**config.mk**
```make
export PLATFORM = sky130hd
export DESIGN_NAME = matrix_storage
export DESIGN_NICKNAME = d
export VERILOG_FILES = /design/src/rtl/matrix_storage_pkg.sv /design/src/rtl/matrix_stream_reader.sv /design/src/rtl/matrix_storage.sv
export SDC_FILE = /design/constraint.sdc
export NUM_CORES = 2
export LEC_CHECK = 0
export CAP_MARGIN = 10
export CORE_MARGIN = 5
export CORE_UTILIZATION = 30
export CTS_CLUSTER_DIAMETER = 50
export CTS_CLUSTER_SIZE = 25
export DETAILED_ROUTE_END_ITERATION = 8
export SLEW_MARGIN = 20
export SYNTH_ARGS = -nofsm -noshare
export SYNTH_HDL_FRONTEND = slang
export SYNTH_SLANG_ARGS = --single-unit
```
**constraint.sdc**
```tcl
create_clock -name clk -period 7 [get_ports clk]
set_input_delay 1.05 -clock clk [delete_from_list [all_inputs] [get_ports clk]]
set_output_delay 1.05 -clock clk [all_outputs]
set_load 0.1 [all_outputs]
```
**src/rtl/matrix_storage_pkg.sv**
```systemverilog
// Shared constants, reader state encoding and dimension clamp for matrix_storage.
package matrix_storage_pkg;

   localparam int MAX_DIM   = 5;
   localparam int MAX_ELEMS = 25;

   typedef enum logic [1:0] {
      IDLE   = 2'd0,
      STREAM = 2'd1,
      DONE   = 2'd2
   } rd_state_t;

   // Limit a stored dimension to the 5x5 element grid.
   function automatic logic [2:0] clamp_dim(input logic [2:0] d);
      return (d > 3'(MAX_DIM)) ? 3'(MAX_DIM) : d;
   endfunction

endpackage

```
**src/rtl/matrix_stream_reader.sv**
```systemverilog
// Reader FSM for matrix_storage: latches slot dimensions on start, walks the
// r/c counters row-major and produces the element handshake and status pulses.
module matrix_stream_reader
   import matrix_storage_pkg::*;
(
   input  logic       clk,
   input  logic       rst_n,
   input  logic       rd_start,
   input  logic       start_ok,
   input  logic [2:0] start_row,
   input  logic [2:0] start_col,
   input  logic [2:0] rd_idx,
   input  logic       elem_ready,
   output logic       rd_busy,
   output logic [2:0] rd_row,
   output logic [2:0] rd_col,
   output logic       elem_valid,
   output logic       elem_last,
   output logic [2:0] elem_r,
   output logic [2:0] elem_c,
   output logic [4:0] elem_addr,
   output logic [2:0] cur_idx,
   output logic       rd_done,
   output logic       rd_err
);

   rd_state_t  state, state_nx;
   logic [2:0] r_q, c_q, row_q, col_q, idx_q;
   logic       err_q, empty, at_last, xfer, launch;

   assign empty   = (row_q == 3'd0) || (col_q == 3'd0);
   assign at_last = (r_q == row_q - 3'd1) && (c_q == col_q - 3'd1);
   assign launch  = (state == IDLE) && rd_start && start_ok;

   assign rd_busy    = (state == STREAM);
   assign elem_valid = (state == STREAM) && !empty;
   assign elem_last  = elem_valid && at_last;
   assign xfer       = elem_valid && elem_ready;
   assign rd_done    = (state == DONE);
   assign rd_err     = err_q;
   assign rd_row     = row_q;
   assign rd_col     = col_q;
   assign elem_r     = r_q;
   assign elem_c     = c_q;
   assign cur_idx    = idx_q;
   // r*5+c; r,c <= 4 keeps the sum at most 24
   assign elem_addr  = ({2'b00, r_q} << 2) + {2'b00, r_q} + {2'b00, c_q};

   // State register
   always_ff @(posedge clk or negedge rst_n) begin
      if (!rst_n) state <= IDLE;
      else        state <= state_nx;
   end

   // Next state: an empty slot passes through STREAM for one cycle without data
   always_comb begin
      state_nx = state;
      unique case (state)
         IDLE:    if (launch) state_nx = STREAM;
         STREAM:  if (empty || (xfer && at_last)) state_nx = DONE;
         DONE:    state_nx = IDLE;
         default: state_nx = IDLE;
      endcase
   end

   // Dimension latch, row-major counters and the refused-start pulse
   always_ff @(posedge clk or negedge rst_n) begin
      if (!rst_n) begin
         r_q   <= '0;
         c_q   <= '0;
         row_q <= '0;
         col_q <= '0;
         idx_q <= '0;
         err_q <= 1'b0;
      end else begin
         err_q <= (state == IDLE) && rd_start && !start_ok;
         if (launch) begin
            row_q <= start_row;
            col_q <= start_col;
            idx_q <= rd_idx;
            r_q   <= '0;
            c_q   <= '0;
         end else if (xfer && !at_last) begin
            if (c_q == col_q - 3'd1) begin
               c_q <= '0;
               r_q <= r_q + 3'd1;
            end else begin
               c_q <= c_q + 3'd1;
            end
         end
      end
   end

endmodule

```
**src/rtl/matrix_storage.sv**
```systemverilog
// Multi-slot matrix store (up to 5x5 elements per slot) with a streamed reader.
// Optional MATRIX_STORAGE_DIM_CHECK_EN: refuse writes whose rows/cols are 0 or >5;
// otherwise dimensions are stored as given and clamped to 5 on read.
module matrix_storage
   import matrix_storage_pkg::*;
#(
   parameter int SLOTS = 8,
   parameter int DW    = 8
) (
   input  logic                   clk,
   input  logic                   rst_n,
   input  logic                   wr_en,
   input  logic [2:0]             wr_idx,
   input  logic [2:0]             wr_row,
   input  logic [2:0]             wr_col,
   input  logic [MAX_ELEMS*DW-1:0] wr_data,
   output logic                   wr_rej,
   input  logic                   clr_all,
   output logic [SLOTS-1:0]       slot_valid,
   input  logic                   rd_start,
   input  logic [2:0]             rd_idx,
   output logic                   rd_busy,
   output logic [2:0]             rd_row,
   output logic [2:0]             rd_col,
   output logic                   elem_valid,
   output logic                   elem_last,
   output logic [DW-1:0]          elem_data,
   output logic [2:0]             elem_r,
   output logic [2:0]             elem_c,
   input  logic                   elem_ready,
   output logic                   rd_done,
   output logic                   rd_err
);

   // Elements live on a fixed 5-wide grid so the reader address is r*5+c.
   logic [DW-1:0] mem   [SLOTS][MAX_ELEMS];
   logic [2:0]    dim_r [SLOTS];
   logic [2:0]    dim_c [SLOTS];

   logic       wr_in_range, rd_in_range, dim_ok, wr_ok, wr_to_rd, start_ok;
   logic [2:0] wr_rc, wr_cc, start_row, start_col, cur_idx;
   logic [4:0] elem_addr;

   assign wr_in_range = (int'(wr_idx) < SLOTS);
   assign rd_in_range = (int'(rd_idx) < SLOTS);

`ifdef MATRIX_STORAGE_DIM_CHECK_EN
   assign dim_ok = (wr_row != 3'd0) && (wr_row <= 3'(MAX_DIM)) &&
                   (wr_col != 3'd0) && (wr_col <= 3'(MAX_DIM));
`else
   assign dim_ok = 1'b1;
`endif

   // The slot under readout is frozen until the stream leaves STREAM
   assign wr_ok = wr_en && wr_in_range && dim_ok && !(rd_busy && (wr_idx == cur_idx));
   assign wr_rc = clamp_dim(wr_row);
   assign wr_cc = clamp_dim(wr_col);

   // A same-cycle write to the slot being started wins: forward its dimensions
   assign wr_to_rd  = wr_ok && (wr_idx == rd_idx);
   assign start_ok  = rd_in_range && (wr_to_rd || slot_valid[rd_idx]);
   assign start_row = wr_to_rd ? wr_rc : clamp_dim(dim_r[rd_idx]);
   assign start_col = wr_to_rd ? wr_cc : clamp_dim(dim_c[rd_idx]);

   // Slot flags, stored dimensions and the write-refused pulse
   always_ff @(posedge clk or negedge rst_n) begin
      if (!rst_n) begin
         slot_valid <= '0;
         wr_rej     <= 1'b0;
         for (int s = 0; s < SLOTS; s++) begin
            dim_r[s] <= '0;
            dim_c[s] <= '0;
         end
      end else begin
         wr_rej <= wr_en && !wr_ok;
         if (clr_all) slot_valid <= '0;
         if (wr_ok) begin
            slot_valid[wr_idx] <= 1'b1;
            dim_r[wr_idx]      <= wr_row;
            dim_c[wr_idx]      <= wr_col;
         end
      end
   end

   // Scatter packed row-major input (stride wr_col) onto the 5-wide grid
   always_ff @(posedge clk) begin
      if (wr_ok) begin
         for (int r = 0; r < MAX_DIM; r++) begin
            for (int c = 0; c < MAX_DIM; c++) begin
               if ((r < int'(wr_rc)) && (c < int'(wr_cc)))
                  mem[wr_idx][r*MAX_DIM+c] <= wr_data[(r*int'(wr_cc)+c)*DW +: DW];
            end
         end
      end
   end

   // Data is zero whenever no element is offered, so reset shows 0
   assign elem_data = elem_valid ? mem[cur_idx][elem_addr] : '0;

   matrix_stream_reader u_reader (
      .clk        (clk),
      .rst_n      (rst_n),
      .rd_start   (rd_start),
      .start_ok   (start_ok),
      .start_row  (start_row),
      .start_col  (start_col),
      .rd_idx     (rd_idx),
      .elem_ready (elem_ready),
      .rd_busy    (rd_busy),
      .rd_row     (rd_row),
      .rd_col     (rd_col),
      .elem_valid (elem_valid),
      .elem_last  (elem_last),
      .elem_r     (elem_r),
      .elem_c     (elem_c),
      .elem_addr  (elem_addr),
      .cur_idx    (cur_idx),
      .rd_done    (rd_done),
      .rd_err     (rd_err)
   );

endmodule

```
==> key figures <==
Clock network
  – CTS root buf: clkbuf_16
  – Clk pin slew, worst setup/hold paths: 80 ps
  – Max Buffers Root-to-Sink: 3
  – Clk_lat worst skew: 870 ps
  – CTS sink cnt: 1675
  – CTS tree: built
  – Number of CTS-inserted buffers: 154
  – CTS HTree Levels: 4

Worst setup path
  – Critical path launch point type: flip-flop
  – Worst path required time: 5950 ps
  – Crit-path max cell delay: 900 ps
  – CP bufs+invs: 4
  – RR Startpoint: u_reader.cur_idx[2]
  – Critical path, cell by cell: fa_1 > inv_1 > fa_2 > nor3b_2 > buf_4 > nand2_1 > o22ai_1 > a211oi_1 > o31ai_1 > a311oi_1 > buf_4 > buf_12
  – CP max stage cell: fa_2
  – Worst path most repeated cell: buf_4
  – Critical path class: flip-flop to primary output
  – CP Capture Type: primary output
  – CP top delay family: adder cells
  – Crit Path Max Fanout: 13
  – Critical Path AT: 5970 ps
  – Start point of the critical path: u_reader.elem_r[2]

STA
  – Worst slew margin: 0.163
  – Hold_ws: 367 ps
  – Actual slew at the worst max-slew pin: 1250 ps
  – Final setup skew: 60.8 ps
  – Final Max Slew Viols: 0
  – Fmax: 143 MHz
  – Setup violators final: 1
  – Final hold vios: 0
  – Total negative slack: -16.4 ps
  – Unrepaired setup endpoints after global routing: false
  – Final min period: 7020 ps
  – Tcrit/Tclk final: 1.00
  – Slack of the critical path: -16.4 ps

Pwr
  – P per Cell Area: 358 nW/um^2
  – Peak supply drop: 0.318 mV
  – Leakage: 29.1 nW

Logic synthesis
  – Synth Net Count: 5308
  – EDFF count, synth: 1600
  – Mapped Area: 77200 sq um
  – Synthesized flop and latch total: 1675
  – Synth cell types: 97
  – Syn Inst Count: 5069
  – Syn. warnings: 0
  – Post-synthesis sequential area ratio: 0.647
  – Top_reg_cell synth: edfxtp_1
  – Post-synth ARST share: 0.0448
  – Post-Syn Area per Cell: 15.2 sq um

Run status
  – Failing checks: setup timing
  – Status: finished, violations left

Placement
  – Post-DP Area: 83600 sq um
  – Port Buf Inserts: 251
  – Placement Setup Slack: 692 ps
  – HPWL Detailed: 233000 um
  – GPL Wtd Cong: 1.03

Global route
  – Total gr overflow: 0
  – GRT Overall Usage: 0.230
  – Initial antenna violation count: 45
  – First-pass GRT wire length: 424000 um
  – Maximum number of pins on one net before global-route repair: 153
  – Vias in the first global route: 49500

Floorplanning
  – DIE AREA: 268000 sq um
  – Die width: 517 um
  – Starting Density: 0.301
  – Core Footprint: 256000 sq um
  – # IOs: 252
  – Rows: 186
  – Die height: 517 um

Routing
  – DRC Markers: 0
  – DRT antenna net count: 0
  – DR WL/cell: 35.7 um
  – 1st-iter DRT viols: 7870
  – Total number of vias: 52000
  – First-pass iteration count of the detailed router: 6
  – Detailed Route WL: 315000 um
  – Via/cell ratio: 5.89

Final layout
  – Final Core Density: 0.348
  – Post-route cell area: 89300 sq um
  – Layout cells sized above 1: 0.186
  – Fin nets: 5529
  – Synth-to-layout area growth: 15.6%

Worst hold path
  – Tightest Hold Check Type: input port to async pin

Run
  – Max-cap viol count: 0
-- cell type report --
class / instances / area [sq um]
inverter: 30 / 120
antenna: 21 / 52.6
timing repair buffer: 447 / 4230
clock buffer: 162 / 3880
multi-input combinational: 2982 / 25200
fill: 24400 / 167000
sequential: 1675 / 49900
tap: 3384 / 4230
clock inverter: 124 / 1640
-- metrics by stage --
| stage | power [mW] | std cells |
|---|---|---|
| 2_1_floorplan | 18.2 | 5069 |
| 3_3_place_gp | 22.7 | 8515 |
| 3_5_place_dp | 22.8 | 8517 |
| 4_1_cts | 31.7 | 8803 |
| 5_1_grt | 32.7 | 8816 |
| 6_report | 32.0 | 8825 |
-- state kept, by name (all words and copies together), names as in the netlist --
name              cells
u_reader.rd_row       3
u_reader.rd_col       3
mem                1600
dim_c                24
u_reader.state        2
u_reader.cur_idx      3
wr_rej                1
u_reader.elem_r       3
dim_r                24
u_reader.elem_c       3
u_reader.rd_err       1
slot_valid            8
-- kinds of logic (layout without fill, tap and decap cells) --
| family | count (synthesis) | in the layout | share of synthesized area |
|---|---|---|---|
| xor+xnor | 30 | 30 | 0.00429 |
| compound gates | 889 | 889 | 0.0755 |
| mux | 764 | 764 | 0.167 |
| simple gates | 1278 | 1278 | 0.0705 |
| fa+ha+maj | 21 | 21 | 0.00369 |
| buf+inv | 412 | 763 | 0.0328 |
| other cells | 0 | 21 | 0 |
| flops | 1675 | 1675 | 0.647 |
-- routing by layer --
layer | track usage | vias to the layer above | routed length, um
met4 | 0.144 | 11 | 24300
met5 | 0.00252 | - | 162
met3 | 0.0663 | 817 | 36300
li1 | - | 20500 | -
met1 | 0.286 | 26900 | 113000
met2 | 0.353 | 3665 | 142000
-- where the power goes --
| part | internal, mW | switching, mW | total, mW |
|---|---|---|---|
| registers | 11.4 | 0.291 | 11.7 |
| logic | 3.78 | 7.40 | 11.2 |
| clock network | 4.70 | 4.40 | 9.10 |
| total | 19.9 | 12.1 | 32.0 |
-- repair_timing --
action,CTS,global route
hold buffers,0,0
setup buffers,0,0
gates resized for setup,2,2
endpoints found under the setup margin,4,2
-- synth_stat cells (45+ instances only) --
| cell | count | share of area |
|---|---|---|
| o22ai_1 | 45 | 0.0036 |
| mux4_2 | 383 | 0.11 |
| a211oi_1 | 52 | 0.0051 |
| clkbuf_1 | 140 | 0.0068 |
| a22oi_1 | 53 | 0.0052 |
| a31oi_1 | 140 | 0.011 |
| edfxtp_1 | 1600 | 0.62 |
| nand3_1 | 69 | 0.0045 |
| nor2_1 | 412 | 0.020 |
| dfrtp_1 | 75 | 0.024 |
| mux2i_1 | 324 | 0.042 |
| nand2_1 | 585 | 0.028 |
| o21ai_0 | 145 | 0.0094 |
| buf_6 | 49 | 0.0071 |
| buf_4 | 47 | 0.0046 |
| a21oi_1 | 200 | 0.013 |
| buf_2 | 99 | 0.0064 |
-- worst paths after layout --
kind / to / slack (ps) / depth (start not counted)
max: elem_data[3] / -20 / 12
min: dim_r[2] / 370 / 1
max reg2reg: mem[0][73] / 2050 / 7
min reg2reg: dim_r[9] / 480 / 2
max in group asynchronous: u_reader.cur_idx[1] / 5860 / 1
min in group clk: dim_r[9] / 480 / 2
-- placed cells by master, fill, tap and decap left out, types with 21 or more instances in the layout --
master           instances
nand2b_1                22
a31oi_2                 33
edfxtp_1              1600
o221ai_1                26
a221oi_1                24
inv_6                   22
mux4_1                  24
o21ai_0                139
mux2i_1                324
o21ai_1                 22
a21boi_0                21
diode_2                 21
buf_4                  183
inv_1                   21
mux4_2                 383
a21oi_1                196
mux2_2                  33
nor2_1                 408
dfrtp_1                 72
a22oi_1                 53
nor3_1                  37
a211oi_1                51
and2_1                  31
o22ai_1                 45
a31oi_1                108
nand3_1                 69
buf_12                  21
clkdlybuf4s50_1        239
clkbuf_16              154
nand2_1                582
Power figures use the tool's default switching activity.
